**src/rtl/accum_pkg.sv**
```systemverilog
// Shared types and sizing helpers for the accumulator read path.
// Latency: n/a (package only).
// Backpressure: n/a (package only).
//
// Contents:
//   state_t      - arbiter FSM states (IDLE / ISSUE / RUN)
//   accum_rows() - accumulator rows = entries / array columns
//   cnt_width()  - width of a down-counter spanning the longest read plus drain
package accum_pkg;

    typedef enum logic [1:0] {
        IDLE  = 2'd0,
        ISSUE = 2'd1,
        RUN   = 2'd2
    } state_t;

    function automatic int accum_rows(input int accum_size, input int sys_col);
        return accum_size / sys_col;
    endfunction

    // The extra bit keeps the worst-case load value representable even when
    // 2*accum_row + drain_cyc lands exactly on a power of two.
    function automatic int cnt_width(input int accum_row, input int drain_cyc);
        return $clog2(2 * accum_row + drain_cyc) + 1;
    endfunction

endpackage

```
**src/rtl/rr_arbiter.sv**
```systemverilog
// Round-robin one-hot picker: first valid requester at or after ptr.
// Latency: purely combinational, zero cycles.
// Backpressure: none; the grant is advisory and the caller qualifies it.
//
// Ports:
//   valid     - request vector
//   ptr       - index with highest priority this cycle (must be < NUM_REQ)
//   grant     - one-hot grant, all zero when nothing is valid
//   grant_idx - binary index of the granted requester (0 when none)
module rr_arbiter #(
    parameter int NUM_REQ = 2,
    parameter int IDX_W   = (NUM_REQ > 1) ? $clog2(NUM_REQ) : 1
) (
    input  logic [NUM_REQ-1:0] valid,
    input  logic [IDX_W-1:0]   ptr,
    output logic [NUM_REQ-1:0] grant,
    output logic [IDX_W-1:0]   grant_idx
);

    logic             found;
    logic [IDX_W:0]   sum;
    logic [IDX_W-1:0] idx;

    always_comb begin
        grant     = '0;
        grant_idx = '0;
        found     = 1'b0;
        sum       = '0;
        idx       = '0;
        for (int i = 0; i < NUM_REQ; i++) begin
            // Walk (ptr + i) mod NUM_REQ; one extra bit absorbs the carry
            // before the single conditional subtract.
            sum = {1'b0, ptr} + (IDX_W + 1)'(i);
            if (sum >= (IDX_W + 1)'(NUM_REQ)) begin
                sum = sum - (IDX_W + 1)'(NUM_REQ);
            end
            idx = sum[IDX_W-1:0];
            if (!found && valid[idx]) begin
                found      = 1'b1;
                grant[idx] = 1'b1;
                grant_idx  = idx;
            end
        end
    end

endmodule

```
**src/rtl/accum_rd_arbiter.sv**
```systemverilog
// Shares the skewed accumulator read controller between NUM_REQ requesters.
// Latency: start pulse 1 cycle after handshake; done 2*n+DRAIN_CYC cycles after the start pulse.
// Backpressure: one job in flight; req_ready is low from ISSUE through the done cycle.
//
// Optional feature macro: ACCUM_RD_PERF_EN adds perf_busy_cyc / perf_stall_cyc.
//
// Ports:
//   clk, rstn       - clock, asynchronous active-low reset
//   req_valid       - per-requester job request
//   req_num_row     - per-requester row count (clamped to ACCUM_ROW on accept)
//   req_ready       - one-hot grant, only while idle
//   done            - one-cycle completion pulse to the job owner
//   rd_en_in        - start pulse to the read controller
//   num_row         - row count to the read controller, stable while busy
//   busy            - a job is in flight
//   owner           - current or last job owner
//   perf_busy_cyc   - (ACCUM_RD_PERF_EN) saturating count of busy cycles
//   perf_stall_cyc  - (ACCUM_RD_PERF_EN) saturating count of cycles a request waits on a job
module accum_rd_arbiter
    import accum_pkg::*;
#(
    parameter int NUM_REQ    = 2,
    parameter int SYS_ROW    = 16,
    parameter int SYS_COL    = 16,
    parameter int DATA_WIDTH = 16,
    parameter int ACCUM_SIZE = 4096,
    parameter int DRAIN_CYC  = SYS_ROW + 3,
    localparam int OWNER_W   = (NUM_REQ > 1) ? $clog2(NUM_REQ) : 1
) (
    input  logic                  clk,
    input  logic                  rstn,
    input  logic [NUM_REQ-1:0]    req_valid,
    input  logic [DATA_WIDTH-1:0] req_num_row [0:NUM_REQ-1],
    output logic [NUM_REQ-1:0]    req_ready,
    output logic [NUM_REQ-1:0]    done,
    output logic                  rd_en_in,
    output logic [DATA_WIDTH-1:0] num_row,
    output logic                  busy,
`ifdef ACCUM_RD_PERF_EN
    output logic [31:0]           perf_busy_cyc,
    output logic [31:0]           perf_stall_cyc,
`endif
    output logic [OWNER_W-1:0]    owner
);

    localparam int ACCUM_ROW = accum_rows(ACCUM_SIZE, SYS_COL);
    localparam int CNT_W     = cnt_width(ACCUM_ROW, DRAIN_CYC);

    localparam logic [DATA_WIDTH-1:0] ROW_MAX = DATA_WIDTH'(ACCUM_ROW);
    localparam logic [OWNER_W-1:0]    LAST_REQ = OWNER_W'(NUM_REQ - 1);

    state_t                  state_q;
    state_t                  state_d;
    logic [DATA_WIDTH-1:0]   num_row_q;
    logic [OWNER_W-1:0]      owner_q;
    logic [OWNER_W-1:0]      ptr_q;
    logic [CNT_W-1:0]        cnt_q;

    logic [NUM_REQ-1:0]      grant;
    logic [OWNER_W-1:0]      grant_idx;
    logic                    idle;
    logic                    hs;
    logic                    zero_job;
    logic                    done_evt;
    logic [DATA_WIDTH-1:0]   sel_row;
    logic [DATA_WIDTH-1:0]   clamped_row;
    logic [CNT_W-1:0]        cnt_load;
    logic [OWNER_W-1:0]      ptr_next;

    rr_arbiter #(
        .NUM_REQ (NUM_REQ),
        .IDX_W   (OWNER_W)
    ) u_rr (
        .valid     (req_valid),
        .ptr       (ptr_q),
        .grant     (grant),
        .grant_idx (grant_idx)
    );

    assign idle = (state_q == IDLE);
    // Gated by rstn so every output reads 0 while reset is held, even with
    // requests pending.
    assign req_ready = (idle && rstn) ? grant : '0;
    assign hs        = |(req_valid & req_ready);

    // Clamp before doubling so the counter load can never overflow CNT_W.
    assign sel_row     = req_num_row[grant_idx];
    assign clamped_row = (sel_row > ROW_MAX) ? ROW_MAX : sel_row;

    assign zero_job = (num_row_q == '0);
    // ISSUE is the first cycle of the 2*n+DRAIN_CYC window, so the RUN phase
    // counts the remaining cycles down to zero inclusive.
    assign cnt_load = CNT_W'({num_row_q, 1'b0}) + CNT_W'(DRAIN_CYC - 1);
    assign ptr_next = (owner_q == LAST_REQ) ? '0 : owner_q + 1'b1;

    assign num_row = num_row_q;
    assign owner   = owner_q;

    always_ff @(posedge clk or negedge rstn) begin
        if (!rstn) begin
            state_q <= IDLE;
        end else begin
            state_q <= state_d;
        end
    end

    always_comb begin
        state_d  = state_q;
        rd_en_in = 1'b0;
        busy     = 1'b0;
        done_evt = 1'b0;
        done     = '0;
        case (state_q)
            IDLE: begin
                if (hs) begin
                    state_d = ISSUE;
                end
            end
            ISSUE: begin
                busy = 1'b1;
                if (zero_job) begin
                    done_evt = 1'b1;
                    state_d  = IDLE;
                end else begin
                    rd_en_in = 1'b1;
                    state_d  = RUN;
                end
            end
            RUN: begin
                busy = 1'b1;
                if (cnt_q == '0) begin
                    done_evt = 1'b1;
                    state_d  = IDLE;
                end
            end
            default: begin
                state_d = IDLE;
            end
        endcase
        if (done_evt) begin
            done[owner_q] = 1'b1;
        end
    end

    always_ff @(posedge clk or negedge rstn) begin
        if (!rstn) begin
            num_row_q <= '0;
            owner_q   <= '0;
            ptr_q     <= '0;
            cnt_q     <= '0;
        end else begin
            if (hs) begin
                num_row_q <= clamped_row;
                owner_q   <= grant_idx;
            end
            if (state_q == ISSUE && !zero_job) begin
                cnt_q <= cnt_load;
            end else if (state_q == RUN && cnt_q != '0) begin
                cnt_q <= cnt_q - 1'b1;
            end
            if (done_evt) begin
                ptr_q <= ptr_next;
            end
        end
    end

`ifdef ACCUM_RD_PERF_EN
    always_ff @(posedge clk or negedge rstn) begin
        if (!rstn) begin
            perf_busy_cyc  <= '0;
            perf_stall_cyc <= '0;
        end else begin
            if (busy && perf_busy_cyc != '1) begin
                perf_busy_cyc <= perf_busy_cyc + 1'b1;
            end
            if ((|req_valid) && !idle && perf_stall_cyc != '1) begin
                perf_stall_cyc <= perf_stall_cyc + 1'b1;
            end
        end
    end
`else
    // Performance counters not built.
`endif

endmodule
```
**config.mk**
```make
export PLATFORM = sky130hd
export DESIGN_NAME = accum_rd_arbiter
export DESIGN_NICKNAME = d
export VERILOG_FILES = /design/src/rtl/accum_pkg.sv /design/src/rtl/rr_arbiter.sv /design/src/rtl/accum_rd_arbiter.sv
export SDC_FILE = /design/constraint.sdc
export NUM_CORES = 1
export LEC_CHECK = 0
export BUFFER_PORTS_ARGS = -buffer_cell sky130_fd_sc_hd__buf_2
export CORE_UTILIZATION = 46
export CTS_CLUSTER_DIAMETER = 50
export CTS_CLUSTER_SIZE = 14
export DETAILED_ROUTE_END_ITERATION = 12
export PLACE_DENSITY = 0.83
export SYNTH_ARGS = -nofsm -noshare
export SYNTH_HDL_FRONTEND = slang
export SYNTH_HIERARCHICAL = 1
export SYNTH_SLANG_ARGS = --single-unit
```
**constraint.sdc**
```tcl
create_clock -name clk -period 2 [get_ports clk]
set_clock_uncertainty 0.15 [all_clocks]
set_input_delay 0.2 -clock clk [delete_from_list [all_inputs] [get_ports clk]]
set_output_delay 0.2 -clock clk [all_outputs]
set_load 0.01 [all_outputs]
```
==> results.py <==
metrics = {
    "die": {
        "start_util_pct": 48.2,
        "num_rows": 23,
        "die_area_um2": 4480,
        "coreArea_um2": 4030,
        "dieHeight_um": 67.0,
        "die_x_um": 67.0,
        "ios": 59,
    },
    "route": {
        "antenna_left": 0,
        "viasPerCell": 5.46,
        "num_vias": 1910,
        "routed_wl_mm": 5.30,
        "drt_iter0_markers": 79,
        "drt-pass1-iter-count": 4,
        "avgRoutedWirePerCell_um": 15.1,
        "drc": 0,
    },
    "cts": {
        "clkLatencyLatePin_ps": 300,
        "root_buffer": "clkbuf_8",
        "clockBufferDepth": 2,
        "cts_sinks": 31,
        "clk_pin_slew_ps": 70,
        "htree_levels": 2,
        "tritoncts": "yes",
        "numCtsBuffers": 5,
    },
    "timing": {
        "rsz0062_at_grt": "yes",
        "min_period_ps": 2620,
        "slew_violations": 0,
        "slew_headroom_pct": 74.1,
        "hold_violations": 0,
        "clock.fmax_mhz": 382,
        "worst_pin_slew_ps": 378,
        "final.period_utilization_pct": 131,
        "finalSetupViolations": 16,
        "fin_ws_ps": -617,
    },
    "finish": {
        "antenna_cells": 0,
        "area_growth_pct": 48.6,
        "drive_gt1_share_pct": 49.3,
        "finalCoreUtilization_pct": 71.6,
        "nets": 342,
        "final_cells": 350,
    },
    "hold_path": {
        "hold_path_class": "in -> reg",
    },
    "pwr": {
        "p_leak_uw": 0.00146,
        "finalPower_uw": 3060,
        "cellPowerDensity_nw_per_um2": 1060,
        "ir_drop_uv": 670,
    },
    "logic_synthesis": {
        "synth-seq-cells": 31,
        "seq_area_frac_synth_pct": 39.9,
        "ys.flop_type": "dfrtp_1",
        "synth_edf_count": 0,
        "synth_cell_type_count": 49,
        "yosysWarnings": 6,
        "netlist_instances": 189,
        "syn_avg_cell_area_um2": 10.3,
        "syn_nets": 232,
        "syn-cell-area_um2": 1940,
        "async_reset_ff_share_pct": 100,
    },
    "grt": {
        "grt_max_degree": 34,
        "grt_pass1_vias": 1788,
        "grt_pass1_wl_mm": 8.34,
        "antenna_found_initial": 0,
        "gr-usage-all-layers_pct": 25.7,
        "grt_overflow": 0,
    },
    "worst_setup_path": {
        "crit_required_ps": 1650,
        "path_class": "reg -> out",
        "crit_chain": "inv_2, ha_4, or4b_4, or4_4, o32ai_4, and2_4, buf_6",
        "critPathTopFamily": "simple AND/OR/NAND/NOR gates",
        "path_buf_inv": 2,
        "cpMaxStageDelayCell": "or4_4",
        "crit_path_start_kind": "register",
        "max_stage_delay_ps": 510,
        "worst_ep_arrival_time_ps": 2270,
        "cp_max_fo": 3,
        "end_kind": "primary output",
    },
    "outcome": {
        "failed_checks": "negative setup slack",
        "outcome": "finished, violations left",
    },
    "place": {
        "dp.cells": 334,
        "port-buffer-count": 58,
        "dp_hpwl_mm": 3.80,
        "gp_congestion": 0.900,
    },
    "job": {
        "drv_cap": 0,
    },
}
metal layers:
layer	global-route usage (%)	share of wire, %	wire [µm]	up-vias
met5	0	0	0	-
met4	9.04	1.6	87	0
met3	6.85	4.5	236	8
met2	43.1	51	2690	68
met1	31.5	43	2290	902
li1	-	-	-	932
placed cells by master, fill, tap and decap left out, types with 4 or more instances in the layout:
cell type,synthesis,final
mux2i_1,6,6
and2_1,8,7
mux2_2,9,9
or3_1,5,5
ha_1,7,6
nor4_1,8,7
nor2_1,8,7
a31oi_1,5,5
a22o_1,9,9
nand2_1,12,12
xor2_1,4,4
inv_1,13,11
xnor2_1,5,5
dfrtp_2,0,4
dfrtp_1,31,27
buf_4,0,41
a21oi_1,5,5
buf_2,0,56
clkbuf_8,0,6
buf_6,1,9
nand3_1,6,6
logic make-up (layout without fill, tap and decap cells):
family | Yosys count | count (layout) | synth area share (%)
AO/OA/AOI/OAI | 42 | 42 | 18.0
XOR/XNOR | 9 | 9 | 4.06
adder cells (fa/ha/maj) | 7 | 7 | 4.51
AND/OR/NAND/NOR | 67 | 67 | 21.3
buffers and inverters | 18 | 129 | 3.87
multiplexers | 15 | 15 | 8.31
flip-flops | 31 | 31 | 39.9
worst reg2reg max path, stage by stage (launching register included):
cell,delay [ps]
dfrtp_2,410
inv_2,70
ha_4,120
or4b_4,450
buf_4,150
buf_6,110
o41ai_4,280
buf_4,210
buf_6,100
buf_4,110
nor2_1,40
a31oi_1,130
path summary, 6_finish.rpt:
path                       depth (start not counted)          to  slack, ps            from
max                                                7     done[1]       -620      num_row[0]
min                                                3  num_row[7]        120  req_num_row[7]
max reg2reg                                       11    cnt_q[5]       -400      num_row[0]
min reg2reg                                        1       ptr_q        390           owner
max in group asynchronous                          3  num_row[5]       1120            rstn
min in group asynchronous                          3    cnt_q[4]        300            rstn
registers in the layout, indices dropped and copies added (netlist names):
signal / cells
owner: 1
state_q: 2
cnt_q: 11
ptr_q: 1
num_row: 16
Yosys cell counts (2+ instances only):
cell	instances	area, µm²
nor3_1	2	10.0
dfrtp_1	31	776
a211oi_1	2	15.0
o21ai_0	4	20.0
or4_1	2	15.0
mux2_2	9	101
mux2i_1	6	60.1
and3_1	3	18.8
a21boi_1	2	15.0
xor2_1	4	35.0
a21o_1	3	22.5
a21oi_1	5	25.0
nand2b_1	2	12.5
ha_1	7	87.6
clkbuf_1	2	7.51
nor2_1	8	30.0
nor4_1	8	50.1
a31oi_1	5	31.3
or4_4	2	22.5
and2_1	8	50.1
or3_1	5	31.3
a22o_1	9	78.8
xnor2_1	5	43.8
nand2_1	12	45.0
nand3_1	6	30.0
inv_1	13	48.8
o31a_1	2	17.5
where the power goes:
| group | switching (µW) | total (µW) | internal [µW] |
|---|---|---|---|
| sequential | 139 | 912 | 773 |
| clock | 257 | 660 | 403 |
| combinational | 707 | 1490 | 784 |
| total | 1100 | 3060 | 1960 |
area by class of cell:
cell class | count | area, µm²
clock buffer | 6 | 82.6
timing repair buffer | 107 | 699
clock inverter | 2 | 35.0
multi-input combinational | 140 | 1170
sequential | 31 | 781
tap | 50 | 62.6
fill | 268 | 1140
inverter | 14 | 52.6
metrics by stage:
| stage | hold WS (ps) | setup slack [ps] | cell area (µm²) | TNS, ps |
|---|---|---|---|---|
| after floorplan | -246 | -285 | 1950 | -1030 |
| after global placement | 129 | -304 | 2590 | -2440 |
| after detailed placement | 133 | -366 | 2590 | -3060 |
| after CTS | 112 | -656 | 2770 | -5830 |
| after global routing | 133 | -685 | 2890 | -7290 |
| final | 121 | -617 | 2890 | -5870 |
repair_timing:
| item | 4_1_cts | 5_1_grt |
|---|---|---|
| resized for setup | 7 | 15 |
| setup buffers | 2 | 5 |
| setup endpoints to repair | 23 | 26 |
| hold buffers | 1 | 0 |
| pin swaps | 2 | 5 |
| hold endpoints to repair | 31 | 0 |
No activity file was read; power rests on OpenSTA's default activity.
